**src/rtl/fifo_sync_param.sv**
```systemverilog
// Parametrised single-clock FIFO with arbitrary depth, programmable almost flags,
// occupancy count, standard or first-word-fall-through read, and synchronous flush.
module fifo_sync_param #(
    parameter int FIFO_WIDTH = 16,
    parameter int FIFO_DEPTH = 8,
    parameter int AF_THRESH  = FIFO_DEPTH - 1,
    parameter int AE_THRESH  = 1,
    parameter int FWFT       = 0
) (
    input  logic                              clk,
    input  logic                              rst,
    input  logic                              clear,
    input  logic                              wr_en,
    input  logic [FIFO_WIDTH-1:0]             data_in,
    input  logic                              rd_en,
    output logic [FIFO_WIDTH-1:0]             data_out,
    output logic                              rd_valid,
    output logic                              full,
    output logic                              almostfull,
    output logic                              empty,
    output logic                              almostempty,
    output logic                              wr_ack,
    output logic                              overflow,
    output logic                              underflow,
    output logic [$clog2(FIFO_DEPTH+1)-1:0]   count
);

    localparam int CW = $clog2(FIFO_DEPTH + 1);
    localparam int PW = $clog2(FIFO_DEPTH);
    localparam logic [CW-1:0] DEPTH_C = CW'(FIFO_DEPTH);
    localparam logic [CW-1:0] AF_C    = CW'(AF_THRESH);
    localparam logic [CW-1:0] AE_C    = CW'(AE_THRESH);
    localparam logic [PW-1:0] LAST_C  = PW'(FIFO_DEPTH - 1);

    logic [FIFO_WIDTH-1:0] mem [FIFO_DEPTH];
    logic [PW-1:0]         wr_ptr;
    logic [PW-1:0]         rd_ptr;
    logic                  rd_acc;
    logic                  wr_acc;

    // Explicit wrap so non-power-of-2 depths never index past the last entry.
    function automatic logic [PW-1:0] ptr_inc(input logic [PW-1:0] p);
        return (p == LAST_C) ? '0 : p + 1'b1;
    endfunction

    // A read on a full FIFO frees a slot in the same cycle, so the write may proceed.
    assign rd_acc = rd_en & (count != '0);
    assign wr_acc = wr_en & ((count != DEPTH_C) | rd_acc);

    assign full        = (count == DEPTH_C);
    assign almostfull  = (count >= AF_C);
    assign empty       = (count == '0);
    assign almostempty = (count <= AE_C);

    always_ff @(posedge clk or posedge rst) begin
        if (rst) begin
            wr_ptr    <= '0;
            rd_ptr    <= '0;
            count     <= '0;
            wr_ack    <= 1'b0;
            overflow  <= 1'b0;
            underflow <= 1'b0;
        end else if (clear) begin
            wr_ptr    <= '0;
            rd_ptr    <= '0;
            count     <= '0;
            wr_ack    <= 1'b0;
            overflow  <= 1'b0;
            underflow <= 1'b0;
        end else begin
            if (wr_acc) wr_ptr <= ptr_inc(wr_ptr);
            if (rd_acc) rd_ptr <= ptr_inc(rd_ptr);
            count     <= count + CW'(wr_acc) - CW'(rd_acc);
            wr_ack    <= wr_acc;
            overflow  <= wr_en & ~wr_acc;
            underflow <= rd_en & ~rd_acc;
        end
    end

    always_ff @(posedge clk) begin
        if (wr_acc && !clear) mem[wr_ptr] <= data_in;
    end

    generate
        if (FWFT != 0) begin : g_fwft
            assign data_out = mem[rd_ptr];
            assign rd_valid = ~empty;
        end else begin : g_std
            always_ff @(posedge clk or posedge rst) begin
                if (rst) begin
                    data_out <= '0;
                    rd_valid <= 1'b0;
                end else if (clear) begin
                    rd_valid <= 1'b0;
                end else if (rd_acc) begin
                    data_out <= mem[rd_ptr];
                    rd_valid <= 1'b1;
                end else begin
                    rd_valid <= 1'b0;
                end
            end
        end
    endgenerate

endmodule

```
**config.mk**
```make
export PLATFORM = sky130hd
export DESIGN_NAME = fifo_sync_param
export DESIGN_NICKNAME = d
export VERILOG_FILES = /design/src/rtl/fifo_sync_param.sv
export SDC_FILE = /design/constraint.sdc
export NUM_CORES = 1
export LEC_CHECK = 0
export ABC_AREA = 1
export CAP_MARGIN = 25
export CORE_AREA = 2 2 120 122
export DETAILED_ROUTE_END_ITERATION = 16
export DIE_AREA = 0 0 122 124
export PLACE_DENSITY = 0.66
export SYNTH_ARGS = -nofsm -noshare
export SYNTH_HDL_FRONTEND = slang
export SYNTH_SLANG_ARGS = --single-unit
```
**constraint.sdc**
```tcl
create_clock -name clk -period 6.9 [get_ports clk]
set_clock_uncertainty 0.05 [all_clocks]
set_input_delay 1.035 -clock clk [delete_from_list [all_inputs] [get_ports clk]]
set_output_delay 1.035 -clock clk [all_outputs]
set_load 0.005 [all_outputs]
```
==> reports/results.ini <==
[clock_network]
cts_sinks = 158
clk_latency_ps = 420
cts_made_buffers = 17
ctsResizeCount = 0
clockBufferDepth = 2
postCtsSetupBuffers = 0
clk_pin_slew_ps = 60
postCtsHoldBufs = 0
cts_tree = built
htree_levels = 4
clockRootBuffer = clkbuf_16

[drt]
m1WireLength_um = 6420
route.met2.wl_um = 7070
final_antenna_net_count = 0
dr.max_layer_used = met4
drc = 0
initialDrtViolationCount = 396
routed_via_density = 5.09
via_count = 4636
drt-pass1-iter-count = 5
detail_route.wl_per_cell_um = 16.4
wl_um = 14900
wl_met3_um = 1060

[layout]
final_cell_mix = nand2_1 (209), edfxtp_1 (128), inv_1 (114), nand3_1 (109), clkdlybuf4s50_1 (48)
final_cell_area_sq_um = 8070
fill_cells = 1115
drive_gt1_share_pct = 6.85
syn_to_final_growth_pct = 18.3
instances_no_fill = 910
antenna_cells = 0
layout_commonest_cell = nand2_1
fin_nets = 749

[place]
dpl_cell_area_sq_um = 7490
io_buffer_count = 48
routabilityCongestion = 0.852
dp.cells = 878
dp_hpwl_um = 8480

[timing]
hold_slack_ps = 430
min_period_over_period_pct = 45.1
tightest_slew_ps = 1040
rsz0062_at_grt = false
maxSlewViolCount = 0
setup_viol = 0
max_freq_ghz = 0.321
fin_crit_ps = 3110
relSlewSlack_pct = 30.8
tns_ps = 0
final_hold_viol_count = 0

[floorplan]
core_sq_um = 13700
ios = 49
die_h_um = 124
initial_utilization_pct = 49.7
die_w_um = 122
die_area_sq_um = 15100
fp-row-count = 43

[setup_path]
crit_end = data_out[15]
cp-end-kind = register
arrival_ps = 3370
crit_type = primary input to register
worstRegToRegCells = 9
worstSetupStartpointType = primary input
path_cells = clkdlybuf4s50_1 > nand2_2 > nor2_2 > inv_1 > nand2_1 > nand2_1
critPathMaxFanout = 20
critPathMaxStageDelay_ps = 800
required_ps = 7160
worst-r2r-setup-slack_ps = 3940
r2r_end = data_out[4]
crit_start = rd_en
crit_slowest_cell = nor2_2
timing.rr.start = rd_ptr[0]
cpMostUsedCell = nand2_1

[pwr]
ir_drop_v = 0.000198
power_density_nw_per_um2 = 349
power_leakage_nw = 3.55
total_power_w = 0.00282

[global_route]
grt_max_degree = 67
grt_usage_pct = 20.9
antenna_found_initial = 0
gr-total-overflow = 0
grt_pass1_vias = 4485
grt_pass1_wl_um = 23100

[status]
status = finished, final reports clean

[logic_synthesis]
ys_seq_area_share_pct = 67.4
syn-num-nets = 696
ys_ff_latch = 158
synth_cell_type_count = 27
syn-cell-area_sq_um = 6820
avgSynthCellArea_sq_um = 10.3
synthCells = 664
yosys_warnings = 0

[run]
drv_cap = 0

[min_path]
hold_path.class = register to register

-- power by group --
part | leakage, nW | switching, W | internal (W) | total [W]
Clock | 0.283 | 0.000358 | 0.000541 | 0.000899
Sequential | 1.54 | 0.0000616 | 0.00112 | 0.00118
Combinational | 1.72 | 0.000429 | 0.000307 | 0.000735
Total | 3.55 | 0.000848 | 0.00197 | 0.00282
-- cells by family (layout without fill, tap and decap cells) --
kind of cell,Yosys count,count (layout),synth area share [%]
AO/OA/AOI/OAI,6,6,0.477
XOR/XNOR,2,2,0.257
adder cells (fa/ha/maj),11,11,2.13
buffers and inverters,144,210,8.41
flip-flops,158,158,67.4
AND/OR/NAND/NOR,343,343,21.3
-- worst min-delay path by stage --
stage                            from     endpoint  slack (ps)  cells past startpoint
after floorplan           data_out[0]  data_out[0]         420                      2
after global placement    data_out[3]  data_out[3]         420                      2
after detailed placement  data_out[3]  data_out[3]         420                      2
after CTS                 data_out[3]  data_out[3]         430                      2
after global routing      data_out[8]  data_out[8]         460                      2
final                     data_out[3]  data_out[3]         430                      2
-- layout make-up --
type	count	area, sq um	share of cell area (%)
Sequential cell	158	4600	57.0
Inverter	117	439	5.44
Clock inverter	10	85.1	1.05
Clock buffer	22	494	6.13
Multi-Input combinational cell	362	1650	20.5
Tap cell	180	225	2.79
Timing Repair Buffer	61	578	7.17
-- metal layers --
metal  up-vias  track usage, %
met5         -               0
met4         0            9.48
met3        34            5.04
met2       173            33.9
met1      2193            26.7
li1       2236               -
-- cell usage after synthesis --
library cell  number  area share (%)
a21o_1             1            0.11
inv_2              1           0.055
nand4_1            2            0.18
xor2_1             1            0.13
ha_1              10             1.8
buf_2             17             1.2
buf_1              2            0.11
nor3b_2            1            0.18
buf_4              1            0.11
clkbuf_1           6            0.33
nor3_1             1           0.073
nand3_2            1            0.15
nor2_1            16            0.88
fa_1               1            0.29
o21ai_0            3            0.22
xnor2_1            1            0.13
inv_1            115             6.3
nand2_1          209              12
nand2_2            2            0.18
buf_6              1            0.17
nand3_1          109             8.0
edfxtp_1         128              56
a21oi_1            2            0.15
nor2_2             1           0.092
clkinv_1           1           0.055
and2_1             1           0.092
dfrtp_1           30              11
-- critical path, delay by kind of cell --
family,cells,cell delay [ps]
simple gates,4,1170
buf+inv,2,1150
-- state kept, by name, summed over array words and instances, names as in the netlist --
signal     flops
count          4
rd_ptr         3
rd_valid       1
mem          128
underflow      1
overflow       1
data_out      16
wr_ack         1
wr_ptr         3
-- stage by stage --
step | worst slack [ps] | utilization [%]
finish | 3790 | 58.8
global route | 3660 | 58.8
CTS | 3850 | 58.8
detailed placement | 3430 | 54.6
global placement | 3450 | 54.6
floorplan | 4370 | -
Note: power is estimated with default switching activity, not from simulation.
